### src/rtl/image_pkg.sv
// Shared constants, FSM state type and saturation helper for the grayscale converter.
package image_pkg;

   localparam int unsigned PIX_W  = 8;
   localparam int unsigned COEF_R = 77;
   localparam int unsigned COEF_G = 150;
   localparam int unsigned COEF_B = 29;

   typedef enum logic [1:0] {
      StIdle,
      StActive,
      StDone
   } state_e;

   // Clamp a 10-bit signed luma+offset value into the 0..255 pixel range.
   function automatic logic [PIX_W-1:0] sat_pix(input logic signed [9:0] z);
      if (z[9]) begin
         return '0;
      end else if (z[8]) begin
         return '1;
      end else begin
         return z[PIX_W-1:0];
      end
   endfunction

endpackage

### src/rtl/image_gray_converter_rgb2gray_pipe.sv
// Two-stage single-pixel RGB to grayscale conversion with signed brightness offset and clamp.
module rgb2gray_pipe
   import image_pkg::*;
#(
   parameter logic signed [8:0] BRIGHT = 9'sd0
) (
   input  logic             clk,
   input  logic             rst_n,
   input  logic [PIX_W-1:0] r,
   input  logic [PIX_W-1:0] g,
   input  logic [PIX_W-1:0] b,
   output logic [PIX_W-1:0] gray
);

   logic [15:0]       sum_d;
   logic [15:0]       sum_q;
   logic signed [9:0] z;

   // Max 255*256 = 65280, so the 16-bit sum never overflows.
   always_comb begin
      sum_d = 16'(COEF_R) * {8'd0, r} + 16'(COEF_G) * {8'd0, g} + 16'(COEF_B) * {8'd0, b};
   end

   always_comb begin
      z = $signed(10'(sum_q >> 8)) + $signed({BRIGHT[8], BRIGHT});
   end

   always_ff @(posedge clk or negedge rst_n) begin
      if (!rst_n) begin
         sum_q <= '0;
         gray  <= '0;
      end else begin
         sum_q <= sum_d;
         gray  <= sat_pix(z);
      end
   end

endmodule

### src/rtl/image_gray_converter.sv
// Two-pixel-per-clock RGB to grayscale stage with frame tracking, coordinate tags and error flag.
module image_gray_converter
   import image_pkg::*;
#(
   parameter int unsigned       WIDTH  = 768,
   parameter int unsigned       HEIGHT = 512,
   parameter logic signed [8:0] BRIGHT = 9'sd0,
   localparam int unsigned      CW     = $clog2(WIDTH),
   localparam int unsigned      RW     = (HEIGHT > 1) ? $clog2(HEIGHT) : 1
) (
   input  logic             HCLK,
   input  logic             HRESETn,
   input  logic             VSYNC,
   input  logic             HSYNC,
   input  logic [PIX_W-1:0] DATA_R0,
   input  logic [PIX_W-1:0] DATA_G0,
   input  logic [PIX_W-1:0] DATA_B0,
   input  logic [PIX_W-1:0] DATA_R1,
   input  logic [PIX_W-1:0] DATA_G1,
   input  logic [PIX_W-1:0] DATA_B1,
   output logic [PIX_W-1:0] GRAY0,
   output logic [PIX_W-1:0] GRAY1,
   output logic             out_valid,
   output logic [CW-1:0]    col,
   output logic [RW-1:0]    row,
   output logic             frame_done,
   output logic             err_frame
);

   state_e        state_q, state_d;
   logic [CW-1:0] col_cnt_q, col_cnt_d;
   logic [RW-1:0] row_cnt_q, row_cnt_d;
   logic [CW-1:0] eff_col, tag_col;
   logic [RW-1:0] eff_row, tag_row;
   logic          accept, tag_last, err_d;

   logic          s1_valid, s1_last;
   logic [CW-1:0] s1_col;
   logic [RW-1:0] s1_row;

   always_comb begin
      state_d   = state_q;
      col_cnt_d = col_cnt_q;
      row_cnt_d = row_cnt_q;
      accept    = 1'b0;
      tag_last  = 1'b0;
      err_d     = 1'b0;
      // A VSYNC while active restarts the frame; a same-cycle pair becomes its (0,0).
      eff_col   = VSYNC ? '0 : col_cnt_q;
      eff_row   = VSYNC ? '0 : row_cnt_q;
      tag_col   = eff_col;
      tag_row   = eff_row;
      unique case (state_q)
         StIdle, StDone: begin
            if (VSYNC) begin
               state_d   = StActive;
               col_cnt_d = '0;
               row_cnt_d = '0;
            end else begin
               state_d = StIdle;
            end
         end
         StActive: begin
            err_d     = VSYNC;
            col_cnt_d = eff_col;
            row_cnt_d = eff_row;
            if (HSYNC) begin
               accept = 1'b1;
               if (eff_col == CW'(WIDTH - 2)) begin
                  col_cnt_d = '0;
                  row_cnt_d = eff_row + RW'(1);
                  if (eff_row == RW'(HEIGHT - 1)) begin
                     tag_last = 1'b1;
                     state_d  = StDone;
                  end
               end else begin
                  col_cnt_d = eff_col + CW'(2);
               end
            end
         end
         default: state_d = StIdle;
      endcase
   end

   always_ff @(posedge HCLK or negedge HRESETn) begin
      if (!HRESETn) begin
         state_q    <= StIdle;
         col_cnt_q  <= '0;
         row_cnt_q  <= '0;
         err_frame  <= 1'b0;
         s1_valid   <= 1'b0;
         s1_last    <= 1'b0;
         s1_col     <= '0;
         s1_row     <= '0;
         out_valid  <= 1'b0;
         frame_done <= 1'b0;
         col        <= '0;
         row        <= '0;
      end else begin
         state_q    <= state_d;
         col_cnt_q  <= col_cnt_d;
         row_cnt_q  <= row_cnt_d;
         err_frame  <= err_d;
         s1_valid   <= accept;
         s1_last    <= tag_last;
         s1_col     <= tag_col;
         s1_row     <= tag_row;
         out_valid  <= s1_valid;
         frame_done <= s1_valid & s1_last;
         col        <= s1_col;
         row        <= s1_row;
      end
   end

   rgb2gray_pipe #(
      .BRIGHT (BRIGHT)
   ) u_pix0 (
      .clk   (HCLK),
      .rst_n (HRESETn),
      .r     (DATA_R0),
      .g     (DATA_G0),
      .b     (DATA_B0),
      .gray  (GRAY0)
   );

   rgb2gray_pipe #(
      .BRIGHT (BRIGHT)
   ) u_pix1 (
      .clk   (HCLK),
      .rst_n (HRESETn),
      .r     (DATA_R1),
      .g     (DATA_G1),
      .b     (DATA_B1),
      .gray  (GRAY1)
   );

endmodule
### config.mk
export PLATFORM = sky130hd
export DESIGN_NAME = image_gray_converter
export DESIGN_NICKNAME = d
export VERILOG_FILES = /design/src/rtl/image_pkg.sv /design/src/rtl/image_gray_converter_rgb2gray_pipe.sv /design/src/rtl/image_gray_converter.sv
export SDC_FILE = /design/constraint.sdc
export NUM_CORES = 1
export LEC_CHECK = 0
export CAP_MARGIN = 25
export CORE_ASPECT_RATIO = 1.2
export CORE_UTILIZATION = 35
export DETAILED_ROUTE_END_ITERATION = 10
export GPL_ROUTABILITY_DRIVEN = 0
export PLACE_DENSITY_LB_ADDON = 0.1
export SLEW_MARGIN = 5
export SYNTH_ARGS = -nofsm -noshare
export SYNTH_HDL_FRONTEND = slang
export SYNTH_SLANG_ARGS = --single-unit
### constraint.sdc
create_clock -name HCLK -period 2.25 [get_ports HCLK]
set_clock_uncertainty 0.05 [all_clocks]
set_input_delay 0.5625 -clock HCLK [delete_from_list [all_inputs] [get_ports HCLK]]
set_output_delay 0.5625 -clock HCLK [all_outputs]
set_load 0.005 [all_outputs]
==> results.md <==
- Synthesized area per cell: 10.9 µm²
- Post-synthesis cell type count: 54
- Antenna cells: 0
- Crit path launch type: input port
- Path type of the worst setup path: in2reg
- Synth Flop Type: dfrtp_1
- M1 WL: around 8000 µm
- Post-synth EDFFs: 0
- Initial DRT Pass Iterations: 4
- Final Hold Fails: 0
- CP max FO: 4
- CTS max path bufs: 2
- Slowest cell on crit path: fa_1
- Mapped cell area: just over 0.009 mm²
- Clock transition at path regs: around 0.060 ns
- Final setup fails: 16
- Commonest non-fill, non-tap cell in the layout: inv_1
- Detailed-route via count: 6470
- Post-synthesis sequential area ratio: 0.261
- Area grow syn2layout: 38.9%
- Die Height: about 180 µm
- Status: complete, but fails checks
- Port buffer count: just under 90
- Total Nets Final: ~1.4k
- Worst Max-Slew Pin Slew: around 0.55 ns
- Largest stage delay, worst path: approximately 0.5 ns
- Setup crit end kind: flip-flop
- Drt drc: 0
- WL met2: 9870 µm
- Initial antenna violation count: 0
- Cell area after placement: roughly 0.012 mm²
- Total GRT Usage: 0.152
- Slew headroom: 0.633
- Clock Tree Root: clkbuf_16
- Fraction of registers with async set/reset: 1.00
- Req. time, crit path: approximately 2.4 ns
- Tightest Hold Check Type: in2async
- Setup ws final: -3.53 ns
- Final Cell Area: about 0.013 mm²
- Global-route wire length before repair: about 33000 µm
- Boundary pin count: 90
- H-tree depth: 3
- Syn nets: about 1.2k
- Period utilization: 2.57
- CTS tree: built
- Synth Instances: 843
- Crit path DAT: slightly below 6 ns
- Initial core utilization: 0.359
- Routed wire length on met3: 401 µm
- Largest net degree at the start of global routing: 44
- Top layer in use: met4
- Flops & latches, synth: 96
- DP Wirelength: around 16000 µm
- Inserted Clock Buffers: 9
- Failing checks: setup timing
- Final Max Tran Viols: 0
- Unrepaired setup endpoints after global routing: yes
- Row cnt: 64
- Die W: 150 µm
- Min cycle time layout: between 5 and 6 ns
- Total Wirelength: about 18000 µm
- Overflow after GRT: 0
- Worst path cell trace: buf_2 > ha_4 > ha_4 > ha_4 > inv_2 > fa_1 > inv_2 > ha_4 > a21oi_4 > xnor2_4 > fa_1 > fa_1 > inv_2 > fa_1 > fa_1 > inv_2 > ha_4 > nand3_2 > o31a_1 > a211oi_2 > buf_4 > o21a_1 > nor2_2 > xnor2_1
- Vias in the first global route: around 7k
- Max Freq: between 150 and 200 MHz
- Cell Count, Final, Fillers Out: about 1.4k
- YS warnings: 0
- Max-Cap Viols: 0
- DP Worst Slack: -4.37 ns
- Final hold slack: around 0.17 ns
- ANT nets after route: 0
- # clock sinks: 96
- Layout cells sized above 1: 0.272
- Wire per inst: 12.7 µm
- DRT iter0 DRCs: roughly 120
- Skew-Pair Late Insertion Delay: 0.34 ns
- Placed insts: 1420
- Routed vias/inst: 4.47
- Core area: 0.0257 mm²
- Die area: between 0.02 and 0.03 mm²
- Commonest cells after routing, fill and taps aside: inv_1, buf_4, ha_1, fa_1, dfrtp_1
path summary, 6_finish.rpt:
check	start	to	slack (ns)	cells past startpoint
worst max-delay path	DATA_G1[3]	u_pix1.sum_q[14]$_DFF_PN0_	-3.53	24
worst min-delay path	HRESETn	u_pix1.sum_q[15]$_DFF_PN0_	0.17	1
worst max register to register	col_cnt_q[4]$_DFFE_PN0P_	row_cnt_q[1]$_DFFE_PN0P_	0.29	6
worst min register to register	u_pix0.sum_q[15]$_DFF_PN0_	u_pix0.gray[7]$_DFF_PN0_	0.30	0
max in group asynchronous	HRESETn	col_cnt_q[0]$_DFFE_PN0P_	1.40	2
min in group HCLK	u_pix0.sum_q[15]$_DFF_PN0_	u_pix0.gray[7]$_DFF_PN0_	0.30	0
flip-flops by register name, summed over array words and instances (netlist names), 2 cells and up:
| name | count |
|---|---|
| col | 10 |
| state_q | 2 |
| u_pix1.sum_q | 8 |
| row_cnt_q | 9 |
| s1_row | 9 |
| u_pix0.sum_q | 8 |
| col_cnt_q | 10 |
| row | 9 |
| s1_col | 10 |
| u_pix1.gray | 8 |
| u_pix0.gray | 8 |
per-layer routing:
layer,vias up,track usage
li1,3255,-
met1,3134,0.184
met2,71,0.285
met3,10,0.0170
met4,0,0.0279
met5,-,0
logic make-up after synthesis:
logic type,Yosys count,share of synthesized area
mux,3,0.00339
compound gates,100,0.0699
xor+xnor,41,0.0389
flops,96,0.261
buf+inv,199,0.0810
fa+ha+maj,281,0.471
simple gates,123,0.0753
metrics by stage:
stage	TNS, ns	utilization
global route	-54.24	0.498
global placement	-70.58	0.468
detailed placement	-71.30	0.468
floorplan	-52.25	-
finish	-51.74	0.498
CTS	-53.45	0.490
cell type report:
cell class	instances	area (µm²)
Timing Repair Buffer	261	2190
Clock buffer	11	233
Clock inverter	5	33.8
Fill cell	2385	12900
Sequential cell	96	2400
Multi-Input combinational cell	548	6790
Tap cell	330	413
Inverter	195	732
synthesized netlist by cell type, types with 2 or more instances:
| master | n | area [µm²] |
|---|---|---|
| o21ai_0 | 22 | 110 |
| fa_1 | 110 | 2200 |
| inv_1 | 195 | 732 |
| nand4_1 | 5 | 31.3 |
| clkbuf_1 | 4 | 15.0 |
| xnor2_1 | 20 | 175 |
| nand3_1 | 14 | 70.1 |
| or4_1 | 3 | 22.5 |
| a31oi_1 | 4 | 25.0 |
| o21bai_1 | 6 | 45.0 |
| o41ai_1 | 2 | 17.5 |
| a21o_1 | 10 | 75.1 |
| nor2_1 | 19 | 71.3 |
| nor4_1 | 2 | 12.5 |
| ha_1 | 171 | 2140 |
| o21ai_1 | 2 | 10.0 |
| a21boi_0 | 2 | 15.0 |
| and3_1 | 6 | 37.5 |
| o22ai_1 | 2 | 12.5 |
| nor3_1 | 7 | 35.0 |
| nor2b_1 | 20 | 125 |
| nand2b_1 | 7 | 43.8 |
| xor2_1 | 21 | 184 |
| mux2i_1 | 2 | 20.0 |
| o21a_1 | 6 | 45.0 |
| and2_1 | 6 | 37.5 |
| a21oi_1 | 29 | 145 |
| a211oi_1 | 3 | 22.5 |
| dfrtp_1 | 96 | 2400 |
| nand2_1 | 22 | 82.6 |
| or2_2 | 2 | 12.5 |
worst max-delay path, delay by kind of cell:
kind	cells	cell delay [ns]
AO/OA/AOI/OAI	4	0.92
adder cells (fa/ha/maj)	10	3.67
buffers and inverters	6	0.44
AND/OR/NAND/NOR	2	0.10
XOR/XNOR	2	0.25
timing repair:
item / in CTS / in global routing
buffers inserted: 7 / 3
setup endpoints to repair: 20 / 16
hold buffers: 0 / 0
gates resized for setup: 92 / 45
pin swaps: 63 / 53
Power is not shown: default switching activity piles up to over one toggle a cycle in this logic, so the estimate is an artifact.
